$ cat src/rtl/kb_pkg.sv
// Shared constants for the PS/2 multi-key decoder: FSM encoding, prefix bytes,
// discarded bytes and the default key table.
package kb_pkg;

  localparam logic [1:0] IDLE    = 2'd0;
  localparam logic [1:0] EXT     = 2'd1;
  localparam logic [1:0] BRK     = 2'd2;
  localparam logic [1:0] EXT_BRK = 2'd3;

  localparam logic [7:0] PS2_EXT = 8'hE0;
  localparam logic [7:0] PS2_BRK = 8'hF0;

  localparam int unsigned NUM_IGNORED = 7;
  localparam logic [NUM_IGNORED*8-1:0] IGNORED_BYTES =
    {8'hE1, 8'hFF, 8'h00, 8'hEE, 8'hFE, 8'hFA, 8'hAA};

  localparam int unsigned DEFAULT_NUM_KEYS = 6;
  localparam logic [DEFAULT_NUM_KEYS*9-1:0] DEFAULT_KEY_CODES =
    {9'h05A, 9'h02D, 9'h01B, 9'h01D, 9'h023, 9'h01C};

  function automatic logic is_ignored_byte(input logic [7:0] b);
    logic hit;
    hit = 1'b0;
    for (int unsigned i = 0; i < NUM_IGNORED; i++) begin
      if (b == IGNORED_BYTES[i*8 +: 8]) hit = 1'b1;
    end
    return hit;
  endfunction

endpackage

$ cat src/rtl/kb_scan_decoder.sv
// Set-2 scan-code sequence decoder: tracks E0/F0 prefixes, abandons stale
// prefixes after a timeout, and emits one make/break event per terminal byte.
module kb_scan_decoder
  import kb_pkg::*;
#(
  parameter int unsigned TIMEOUT_CYCLES = 2_500_000
) (
  input  logic       clk,
  input  logic       reset,
  input  logic       scan_done_tick,
  input  logic [7:0] scan_code,
  input  logic       clear,
  output logic       evt_valid,
  output logic       evt_break,
  output logic [8:0] evt_code
);

  localparam int unsigned CW = $clog2(TIMEOUT_CYCLES + 1);
  localparam logic [CW-1:0] CNT_LAST = CW'(TIMEOUT_CYCLES - 1);

  logic [1:0]    state_q, state_d;
  logic [CW-1:0] cnt_q, cnt_d;

  always_comb begin
    state_d   = state_q;
    cnt_d     = cnt_q;
    evt_valid = 1'b0;
    evt_break = 1'b0;
    evt_code  = '0;
    if (clear) begin
      state_d = IDLE;
      cnt_d   = '0;
    end else if (scan_done_tick) begin
      cnt_d = '0;
      if (scan_code == PS2_EXT) begin
        state_d = EXT;
      end else if (scan_code == PS2_BRK) begin
        if (state_q == IDLE)     state_d = BRK;
        else if (state_q == EXT) state_d = EXT_BRK;
      end else if (is_ignored_byte(scan_code)) begin
        state_d = IDLE;
      end else begin
        // Encoding puts the E0 flag in bit 0 and the F0 flag in bit 1.
        evt_valid = 1'b1;
        evt_break = state_q[1];
        evt_code  = {state_q[0], scan_code};
        state_d   = IDLE;
      end
    end else if (state_q != IDLE) begin
      if (cnt_q == CNT_LAST) begin
        state_d = IDLE;
        cnt_d   = '0;
      end else begin
        cnt_d = cnt_q + CW'(1);
      end
    end
  end

  always_ff @(posedge clk or posedge reset) begin
    if (reset) begin
      state_q <= IDLE;
      cnt_q   <= '0;
    end else begin
      state_q <= state_d;
      cnt_q   <= cnt_d;
    end
  end

endmodule

$ cat src/rtl/kb_key_bank.sv
// Multi-key PS/2 keyboard tracker: one shared sequence decoder feeding a bank
// of per-key held/press/release registers with typematic repeats suppressed.
module kb_key_bank
  import kb_pkg::*;
#(
  parameter int unsigned              NUM_KEYS       = DEFAULT_NUM_KEYS,
  parameter logic [NUM_KEYS*9-1:0]    KEY_CODES      = DEFAULT_KEY_CODES,
  parameter int unsigned              TIMEOUT_CYCLES = 2_500_000
) (
  input  logic                clk,
  input  logic                reset,
  input  logic                scan_done_tick,
  input  logic [7:0]          scan_code,
  input  logic                clear,
  output logic [NUM_KEYS-1:0] key_down,
  output logic [NUM_KEYS-1:0] key_press,
  output logic [NUM_KEYS-1:0] key_release,
  output logic                any_down
);

  logic       evt_valid;
  logic       evt_break;
  logic [8:0] evt_code;

  kb_scan_decoder #(
    .TIMEOUT_CYCLES(TIMEOUT_CYCLES)
  ) u_decoder (
    .clk           (clk),
    .reset         (reset),
    .scan_done_tick(scan_done_tick),
    .scan_code     (scan_code),
    .clear         (clear),
    .evt_valid     (evt_valid),
    .evt_break     (evt_break),
    .evt_code      (evt_code)
  );

  for (genvar gi = 0; gi < NUM_KEYS; gi++) begin : g_key
    logic hit;
    logic down_q, press_q, release_q;

    assign hit = evt_valid && (evt_code == KEY_CODES[gi*9 +: 9]);

    always_ff @(posedge clk or posedge reset) begin
      if (reset) begin
        down_q    <= 1'b0;
        press_q   <= 1'b0;
        release_q <= 1'b0;
      end else begin
        press_q   <= 1'b0;
        release_q <= 1'b0;
        if (clear) begin
          if (down_q) begin
            down_q    <= 1'b0;
            release_q <= 1'b1;
          end
        end else if (hit) begin
          if (!evt_break && !down_q) begin
            down_q  <= 1'b1;
            press_q <= 1'b1;
          end else if (evt_break && down_q) begin
            down_q    <= 1'b0;
            release_q <= 1'b1;
          end
        end
      end
    end

    assign key_down[gi]    = down_q;
    assign key_press[gi]   = press_q;
    assign key_release[gi] = release_q;
  end

  assign any_down = |key_down;

endmodule

$ cat config.mk
export PLATFORM = sky130hd
export DESIGN_NAME = kb_key_bank
export DESIGN_NICKNAME = d
export VERILOG_FILES = /design/src/rtl/kb_pkg.sv /design/src/rtl/kb_scan_decoder.sv /design/src/rtl/kb_key_bank.sv
export SDC_FILE = /design/constraint.sdc
export NUM_CORES = 1
export LEC_CHECK = 0
export BUFFER_PORTS_ARGS = -buffer_cell sky130_fd_sc_hd__buf_4
export CORE_MARGIN = 1
export CORE_UTILIZATION = 30
export CTS_BUF_LIST = sky130_fd_sc_hd__clkbuf_16
export DETAILED_ROUTE_END_ITERATION = 7
export GPL_ROUTABILITY_DRIVEN = 0
export HOLD_SLACK_MARGIN = 0.05
export MAX_ROUTING_LAYER = met4
export SKIP_CTS_REPAIR_TIMING = 1
export SLEW_MARGIN = 20
export SYNTH_ARGS = -nofsm -noshare
export SYNTH_HDL_FRONTEND = slang
export SYNTH_SLANG_ARGS = --single-unit
export TNS_END_PERCENT = 5
$ cat constraint.sdc
create_clock -name clk -period 2 [get_ports clk]
set_input_delay 0.1 -clock clk [delete_from_list [all_inputs] [get_ports clk]]
set_output_delay 0.1 -clock clk [all_outputs]
set_load 0.1 [all_outputs]
==> results of run 1 <==
sequential cells by signal, summed over array words and instances, names as in the netlist:
signal and cells:
u_decoder.state_q 2, g_key.press_q 6, u_decoder.cnt_q 22, g_key.down_q 6
g_key.release_q 6
worst max-delay path: stages, from the launching register on:
cell and delay, ns:
dfrtp_1 0.46, or4b_1 0.60, nor4_1 0.21, buf_4 0.18, nor4b_1 0.24
stage by stage:
step | utilization | power [W]
6_report | 0.3652 | 0.001862
5_1_grt | 0.3652 | 0.001933
4_1_cts | 0.3611 | 0.001882
3_5_place_dp | 0.3399 | 0.0009659
3_3_place_gp | 0.3399 | 0.0009647
2_1_floorplan | - | 0.0009218
final timing paths:
| kind | slack (ns) | start | to | cells past startpoint |
|---|---|---|---|---|
| setup / recovery | 0.19 | u_decoder.state_q[0]$_DFFE_PP0P_ | g_key[0].press_q$_DFF_PP0_ | 4 |
| hold / removal | 0.12 | scan_code[4] | u_decoder.state_q[1]$_DFFE_PP0P_ | 3 |
| setup reg to reg | 0.19 | u_decoder.state_q[0]$_DFFE_PP0P_ | g_key[0].press_q$_DFF_PP0_ | 4 |
| hold reg to reg | 0.51 | u_decoder.cnt_q[17]$_DFFE_PP0P_ | u_decoder.cnt_q[17]$_DFFE_PP0P_ | 1 |
| max in group asynchronous | 1.12 | reset | u_decoder.cnt_q[11]$_DFFE_PP0P_ | 4 |
| min in group asynchronous | 0.50 | reset | u_decoder.cnt_q[12]$_DFFE_PP0P_ | 4 |
final cells by class:
type                    instances  area, sq um
well taps                     102        127.6
fillers                       813         4931
clock buffers                   5        125.1
flip-flops and latches         42         1051
clock inverters                 3        40.04
inverters                       7        26.28
multi-input cells             183         1156
repair buffers                 41        310.3
synthesized netlist by cell type (3+ instances only):
library cell  number
a21oi_1           25
inv_1              7
and2_1             3
or4b_1             3
and4_1             3
nor4b_1            5
nand2b_1           3
nor4_1            10
or3_1              9
o21a_1             4
nand3_1            9
o211ai_1           6
o21ai_0           10
or4_1              7
nand2_1           18
nand4_1            7
dfrtp_1           42
nor3_1             3
nor2_1            14
clkbuf_1           7
xor2_1             4
and3_1             3
buf_4             18
or2_2              3
o31ai_1            9
kinds of logic after synthesis:
| logic type | after synthesis | synth area share |
|---|---|---|
| simple gates | 113 | 0.2865 |
| compound gates | 61 | 0.1552 |
| flops | 42 | 0.4359 |
| buf+inv | 37 | 0.08719 |
| xor+xnor | 6 | 0.02180 |
| mux | 2 | 0.008303 |
| fa+ha+maj | 1 | 0.005189 |
layer usage:
layer  share of wire  vias up  GRT usage
li1                -      987          -
met1            0.49      987     0.1985
met2            0.46       44     0.2011
met3           0.039        6    0.02902
met4           0.016        0    0.05423
met5               0        -          -
power by group:
| part | total (W) | switching (W) | internal, W |
|---|---|---|---|
| sequential | 0.000850 | 0.000000362 | 0.000850 |
| clock | 0.000911 | 0.000326 | 0.000584 |
| combinational | 0.000101 | 0.0000661 | 0.0000348 |
| total | 0.00186 | 0.000393 | 0.00147 |
placed cells by master, fill, tap and decap left out, types with 2 or more instances in the layout:
| master | Yosys | final |
|---|---|---|
| nand4_1 | 7 | 7 |
| nor2_1 | 14 | 14 |
| clkinv_2 | 0 | 2 |
| buf_4 | 18 | 40 |
| dfrtp_1 | 42 | 42 |
| nand2_1 | 18 | 18 |
| or4b_1 | 3 | 3 |
| o21ai_0 | 10 | 10 |
| nand4bb_1 | 2 | 2 |
| nor4_1 | 10 | 9 |
| o21a_1 | 4 | 4 |
| or2_2 | 3 | 3 |
| inv_1 | 7 | 7 |
| o31ai_1 | 9 | 9 |
| xor2_1 | 4 | 4 |
| a21oi_1 | 25 | 25 |
| o211ai_1 | 6 | 6 |
| xnor2_1 | 2 | 2 |
| and4_1 | 3 | 3 |
| mux2i_1 | 2 | 2 |
| and3_1 | 3 | 3 |
| nor3b_1 | 2 | 2 |
| nor4bb_1 | 2 | 2 |
| or3_1 | 9 | 9 |
| or4_1 | 7 | 7 |
| nor3_1 | 3 | 3 |
| nand2b_1 | 3 | 3 |
| nand3_1 | 9 | 9 |
| nor2b_1 | 2 | 2 |
| and2_1 | 3 | 3 |
| nor4b_1 | 5 | 5 |
| clkbuf_16 | 0 | 5 |
==> results.yml, run 1 <==
status:
  status: "finished, final reports clean"
drt:
  via_count: 2024
  via_per_inst: 5.285
  drt_pre_antenna_iters: 4
  wire_per_inst_um: 14.11
  route.detailed.drc: 0
  initialDrtViolationCount: 90
  finalWirelength_um: 5405
  ant_nets: 0
critical_path:
  path_class: "reg2reg"
  arrival_ns: 1.98
  crit_path_start_kind: "flip-flop"
  worst_ep_required_time_ns: 2.17
  cp-end-kind: "flip-flop"
  cp_max_fo: 9
synth:
  yosys_warnings: 0
  synth_edf_count: 0
  synth.distinct_cells: 47
  async_flop_share: 1.000
  synth_nets: 275
  syn-mean-instance-area_sq_um: 9.203
  synth-seq-cells: 42
  synth_area_leader_cell: "dfrtp_1"
  yosysSeqAreaShare: 0.4359
  synth_area_sq_um: 2411
  synth_top_flop_cell: "dfrtp_1"
  syn_inst: 262
  synth_top_area_share: 0.4359
  synthTopCellsByArea: "dfrtp_1 44%, buf_4 5.6%, a21oi_1 5.2%"
sta:
  max-slew-margin-rel: 0.6144
  slew_violations: 0
  fmax_mhz: 553.7
  hold_viol_final: 0
  layout_setup_ws_ns: 0.1941
  grt_setup_unrepaired: "no"
  clock_skew_ns: 0.003408
  tightest_slew_ns: 0.5784
  hold-worst-slack_ns: 0.1153
  period_share: 0.9030
  finalSetupViolCount: 0
  fin_crit_ns: 1.806
  tns_ns: 0
clock_tree:
  clock_sinks: 42
  cts-root-buf: "clkbuf_16"
  clk_latency_ns: 0.28
  clk_pin_slew_ns: 0.06
  cts_tree: "done"
  ctsLongestPathBuffers: 2
  htree_levels: 2
  numCtsBuffers: 5
power:
  leakagePower_nw: 1.136
  p_per_area_nw_per_um2: 656.4
  ir_drop_uv: 303.9
placement:
  post-place-ws_ns: 0.02189
  dpl_cell_area_sq_um: 2640
  numPortBuffers: 30
  place_hpwl_um: 3799
  dpl.cell_count: 372
cells_and_area:
  num_antenna_cells: 0
  area_delta_synth_final_pct: 17.64
  nNetsFinal: 293
  drive_above_1_share: 0.1993
  final_area_sq_um: 2836
  finish.cell_count_without_fillers: 383
global_route:
  grt_max_degree: 43
  grt_use_total: 0.1419
  grt_pass1_wl_um: 9142
  overflow: 0
  grt_pass1_vias: 1893
  antenna_found_initial: 0
run:
  drv_cap: 0
floorplanning:
  dieArea_sq_um: 8400
  rows: 32
  coreArea_sq_um: 7767
  ioPinCount: 31
  die_h_um: 91.65
  die_x_um: 91.65
  start_util: 0.3104
worst_hold_path:
  hold_class: "in2reg"
(Power assumes the default switching activity.)
==> inputs of run 2 (changes only) <==
Settings changed: CORE_UTILIZATION 30 to 55, PLACE_DENSITY set to 0.76.
==> run 2 against run 1 <==
Sequential share of layout area increased by 1.5 points. Register-to-register slack got worse by 0.03 ns. Setup slack got worse by 0.029 ns. Via count decreased by 0.84%. Flip-flop and latch count unchanged. Count of clock-buffer cells in the layout unchanged. Hold slack improved by 0.012 ns. Critical path depth unchanged. Sequential power about the same. Total power decreased by 8.1%. Final area decreased by 4.0%. Critical path type unchanged. Largest cell class unchanged.
==> results.yml, run 2 (synthesized netlist as in run 1, its figures left out) <==
critical_path:
  worst_ep_required_time_ns: 2.21
  cp_max_fo: 10
  path_class: "reg2reg"
  cp-end-kind: "flip-flop"
  reg2reg_depth: 4
  critPathTopFamily: "simple AND/OR/NAND/NOR gates"
  cp_slowest_cell: "or4_1"
  cp_num_buf_inv: 0
  r2r_start: "u_decoder.cnt_q[7]$_DFFE_PP0P_"
  path_cells: "and4_1 -> nand3_1 -> or4_1 -> a21oi_1"
  crit_path_start_kind: "flip-flop"
  rrSetupSlack_ns: 0.16
  r2r_end: "u_decoder.cnt_q[19]$_DFFE_PP0P_"
  slowest_delay_ns: 0.59
  arrival_ns: 2.04
drt:
  route.detailed.drc: 0
  drt_pre_antenna_iters: 4
  via_count: 2007
  ant_nets: 0
  wire_per_inst_um: 15.46
  finalWirelength_um: 5087
  via_per_inst: 6.100
  initialDrtViolationCount: 100
cells_and_area:
  regMostFlops: "u_decoder.cnt_q"
  area_delta_synth_final_pct: 12.92
  fillers: 341
  largest_reg_flops: 22
  drive_above_1_share: 0.1828
  regArea_sq_um: 1051
  multi_input_area_sq_um: 1150
  layout_common_cells: "42 x dfrtp_1, 38 x buf_4, 25 x a21oi_1, 18 x nand2_1, 14 x nor2_1"
  layout_commonest_cell: "dfrtp_1"
  num_antenna_cells: 0
  nNetsFinal: 291
status:
  status: "finished, final reports clean"
power:
  p_per_area_nw_per_um2: 628.8
  p_total_w: 0.001712
  leakagePower_nw: 1.117
  ir_drop_uv: 377.5
worst_hold_path:
  hold_class: "in2reg"
  holdPathStages: 3
  holdCritStartpoint: "scan_code[4]"
  min_delay_worst_endpoint: "u_decoder.state_q[1]$_DFFE_PP0P_"
clock_tree:
  cts_tree: "done"
  clk_pin_slew_ns: 0.06
  clk_latency_ns: 0.28
  cts-root-buf: "clkbuf_16"
  ctsLongestPathBuffers: 2
  numCtsBuffers: 5
  htree_levels: 2
  clock_sinks: 42
sta:
  finalSetupViolCount: 0
  tightest_slew_ns: 0.5465
  slew_violations: 0
  tns_ns: 0
  period_share: 0.9176
  hold-worst-slack_ns: 0.1274
  fin_crit_ns: 1.835
  fmax_mhz: 544.9
  grt_setup_unrepaired: "no"
  hold_viol_final: 0
  max-slew-margin-rel: 0.6356
  clock_skew_ns: 0.007403
global_route:
  grt_pass1_wl_um: 8390
  antenna_found_initial: 0
  grt_pass1_vias: 1792
  grt_max_degree: 43
  overflow: 0
  grt_use_total: 0.2523
run:
  drv_cap: 0
floorplanning:
  die_x_um: 68.21
  start_util: 0.5859
  rows: 23
  ioPinCount: 31
  die_h_um: 68.21
  dieArea_sq_um: 4653
  coreArea_sq_um: 4115
placement:
  place_hpwl_um: 3486
  numPortBuffers: 30
-- run 2: changes by cell type in the layout (fill, tap and decap cells not counted), sizes merged --
cell	change
buf	-2
bufinv	-1
inv	+1
-- run 2: how the worst max path moves through the flow --
stage	start	end	slack, ns	depth (start not counted)
after floorplan	u_decoder.cnt_q[0]$_DFFE_PP0P_	u_decoder.cnt_q[16]$_DFFE_PP0P_	0.23	7
after global placement	u_decoder.cnt_q[0]$_DFFE_PP0P_	u_decoder.cnt_q[14]$_DFFE_PP0P_	0.13	5
after detailed placement	u_decoder.cnt_q[0]$_DFFE_PP0P_	u_decoder.cnt_q[18]$_DFFE_PP0P_	0.03	5
after CTS	u_decoder.cnt_q[0]$_DFFE_PP0P_	u_decoder.cnt_q[20]$_DFFE_PP0P_	0.008	5
after global routing	u_decoder.cnt_q[7]$_DFFE_PP0P_	u_decoder.cnt_q[21]$_DFFE_PP0P_	0.02	4
final	u_decoder.cnt_q[7]$_DFFE_PP0P_	u_decoder.cnt_q[19]$_DFFE_PP0P_	0.16	4
-- run 2: cell type report --
class	instances	area share
Multi-Input combinational cell	183	0.4223
Sequential cell	42	0.3860
Timing Repair Buffer	39	0.1085
Clock buffer	5	0.04596
Tap cell	50	0.02298
Inverter	7	0.009651
Clock inverter	3	0.004596
-- run 2: routing by layer --
metal / GRT usage / vias up / share of wire
met2: 0.3591 / 42 / 0.45
li1: - / 988 / -
met5: - / - / 0
met1: 0.3472 / 969 / 0.50
met3: 0.06000 / 8 / 0.034
met4: 0.09375 / 0 / 0.016
-- run 2: power by group --
part           internal [W]  leakage, nW  switching, W   total, W
Combinational     0.0000347        0.457     0.0000635  0.0000982
Sequential         0.000850        0.587   0.000000393   0.000851
Clock              0.000451       0.0724      0.000312   0.000763
-- run 2: through the flow --
step	cell area [sq um]	util	cells	setup WS [ns]
2_1_floorplan	2411	-	262	0.2264
3_3_place_gp	2567	0.6239	319	0.1256
3_5_place_dp	2567	0.6239	319	0.02532
4_1_cts	2705	0.6573	327	0.008318
5_1_grt	2723	0.6616	329	0.01680
6_report	2723	0.6616	329	0.1649
-- run 2: worst register-to-register path, delay by kind of cell (launching register included) --
kind / cells / cell delay, ns
AOI/OAI and AO/OA: 1 / 0.16
DFF: 1 / 0.44
and+or+nand+nor: 3 / 1.16
==> inputs of run 3 (changes only) <==
Settings changed: CORE_UTILIZATION 55 to 52.
Clock period 2 ns to 1.5 ns, I/O delays scaled along.
==> run 3 against run 2 <==
The run now ends with setup timing left. Count of clock-buffer cells in the layout unchanged. Hold slack improved by 0.073 ns. Total power rose by 60%. Routed wire length increased by 32%. Global-route usage rose by 0.62 points. First-iteration DRC count up 140%. Clock skew is 0.0020 ns lower. Sequential share of layout area is 7.8 points lower. Highest routed layer unchanged. Cell count is 18% higher. Non-clock buffer count is 56 higher. Largest power group is now clock. Final area up 25%. Setup slack worse by 0.34 ns.
==> results.yml, run 3 (synthesized netlist as in run 1, its figures left out) <==
status:
  status: "complete, but fails checks"
  violations: "setup timing"
floorplanning:
  die_x_um: 70.10
  start_util: 0.5462
  coreArea_sq_um: 4414
  rows: 24
  ioPinCount: 31
  dieArea_sq_um: 4913
  die_h_um: 70.10
drt:
  drt_pre_antenna_iters: 4
  ant_nets: 0
  initialDrtViolationCount: 241
  route.detailed.drc: 0
  finalWirelength_um: 6707
  via_count: 2427
  wire_per_inst_um: 17.29
  via_per_inst: 6.255
clock_tree:
  ctsLongestPathBuffers: 2
  clk_pin_slew_ns: 0.06
  cts_tree: "done"
  cts-root-buf: "clkbuf_16"
  htree_levels: 2
  numCtsBuffers: 5
  clk_latency_ns: 0.29
  clock_sinks: 42
critical_path:
  slowest_delay_ns: 0.35
  cp-end-kind: "flip-flop"
  cp_max_fo: 5
  worst_ep_required_time_ns: 1.66
  path_cells: "ha_2 -> and4_4 -> buf_4 -> nand2_1 -> o31ai_4 -> buf_2 -> a21oi_1"
  cp_slowest_cell: "dfrtp_1"
  crit_path_start_kind: "flip-flop"
  arrival_ns: 1.84
  reg2reg_depth: 7
  path_class: "reg2reg"
global_route:
  antenna_found_initial: 0
  grt_pass1_wl_um: 9784
  grt_use_total: 0.2585
  grt_pass1_vias: 2162
  overflow: 0
  grt_max_degree: 43
power:
  switching_power_w: 0.0005790
  pwr-share-comb: 0.068
  p_sw_frac: 0.2111
  leakagePower_nw: 1.466
  ir_drop_uv: 557.3
  p_seq_frac: 0.413
  p_total_w: 0.002743
  clkPwrFrac: 0.519
  p_per_area_nw_per_um2: 803.7
  p_int_w: 0.002164
placement:
  place_hpwl_um: 4175
  numPortBuffers: 30
sta:
  hold_viol_final: 0
  max-slew-margin-rel: 0.6424
  fin_crit_ns: 1.680
  slew_violations: 0
  tightest_slew_ns: 0.5364
  clock_skew_ns: 0.005374
  grt_setup_unrepaired: "yes"
  period_share: 1.120
  tns_ns: -2.957
  finalSetupViolCount: 28
  layout_setup_ws_ns: -0.1795
  fmax_mhz: 595.4
cells_and_area:
  layout_common_cells: "87 x buf_4, 42 x dfrtp_1, 21 x a21oi_1, 18 x nand2_1, 14 x nor2_1"
  layout_commonest_cell: "buf_4"
  area_delta_synth_final_pct: 41.57
  largest_reg_flops: 22
  drive_above_1_share: 0.3988
  nNetsFinal: 348
  regMostFlops: "u_decoder.cnt_q"
  num_antenna_cells: 0
worst_hold_path:
  holdPathStages: 4
  hold_class: "in2reg"
run:
  drv_cap: 0
==> run 3: worst max-delay path, delay by kind of cell (launching register included) <==
family	cells	cell delay, ns
adders and majority gates	1	0.19
AOI/OAI and AO/OA	2	0.32
buffers and inverters	2	0.35
and+or+nand+nor	2	0.35
DFF	1	0.35
==> run 3: area by class of cell <==
class                           instances  area (sq um)
Multi-Input combinational cell        184          1343
Sequential cell                        42          1051
Fill cell                             276          1001
Timing Repair Buffer                   95         734.5
Clock buffer                            5         125.1
Clock inverter                          3         68.82
Tap cell                               52         65.06
Inverter                                7         26.28
==> run 3: stage by stage <==
step	setup WS [ns]	hold WS (ns)	utilization	area, sq um	std cells
global route	-0.2306	0.2224	0.7732	3413	388
floorplan	-0.1465	0.2563	-	2451	262
global placement	-0.2071	0.2442	0.6800	3002	375
finish	-0.1795	0.2004	0.7732	3413	388
CTS	-0.2328	-0.05497	0.7239	3196	383
detailed placement	-0.2153	0.2476	0.6800	3002	375
==> run 3: path summary, 6_finish.rpt <==
path                                            startpoint                              end  slack (ns)
max in group asynchronous                            reset   u_decoder.cnt_q[2]$_DFFE_PP0P_        0.64
setup reg to reg            u_decoder.cnt_q[1]$_DFFE_PP0P_  u_decoder.cnt_q[11]$_DFFE_PP0P_       -0.18
hold / removal                                scan_code[3]       g_key[1].press_q$_DFF_PP0_        0.20
min in group asynchronous                            reset      g_key[5].down_q$_DFFE_PP0P_        0.49
setup / recovery            u_decoder.cnt_q[1]$_DFFE_PP0P_  u_decoder.cnt_q[11]$_DFFE_PP0P_       -0.18
hold reg to reg            u_decoder.cnt_q[17]$_DFFE_PP0P_  u_decoder.cnt_q[17]$_DFFE_PP0P_        0.50
==> run 3: power groups by stage <==
| stage | clock network (W) | logic, W | registers [W] |
|---|---|---|---|
| after floorplan | 0 | 0.0000768 | 0.00115 |
| after global placement | 0 | 0.000150 | 0.00115 |
| after detailed placement | 0 | 0.000153 | 0.00115 |
| after CTS | 0.00143 | 0.000155 | 0.00113 |
| after global routing | 0.00147 | 0.000202 | 0.00113 |
| final | 0.00142 | 0.000187 | 0.00113 |
==> run 3: layer usage <==
metal	track usage	wire, um
met5	-	0
met4	0.06000	125
met3	0.04329	355
met2	0.4135	3315
met1	0.3458	2912
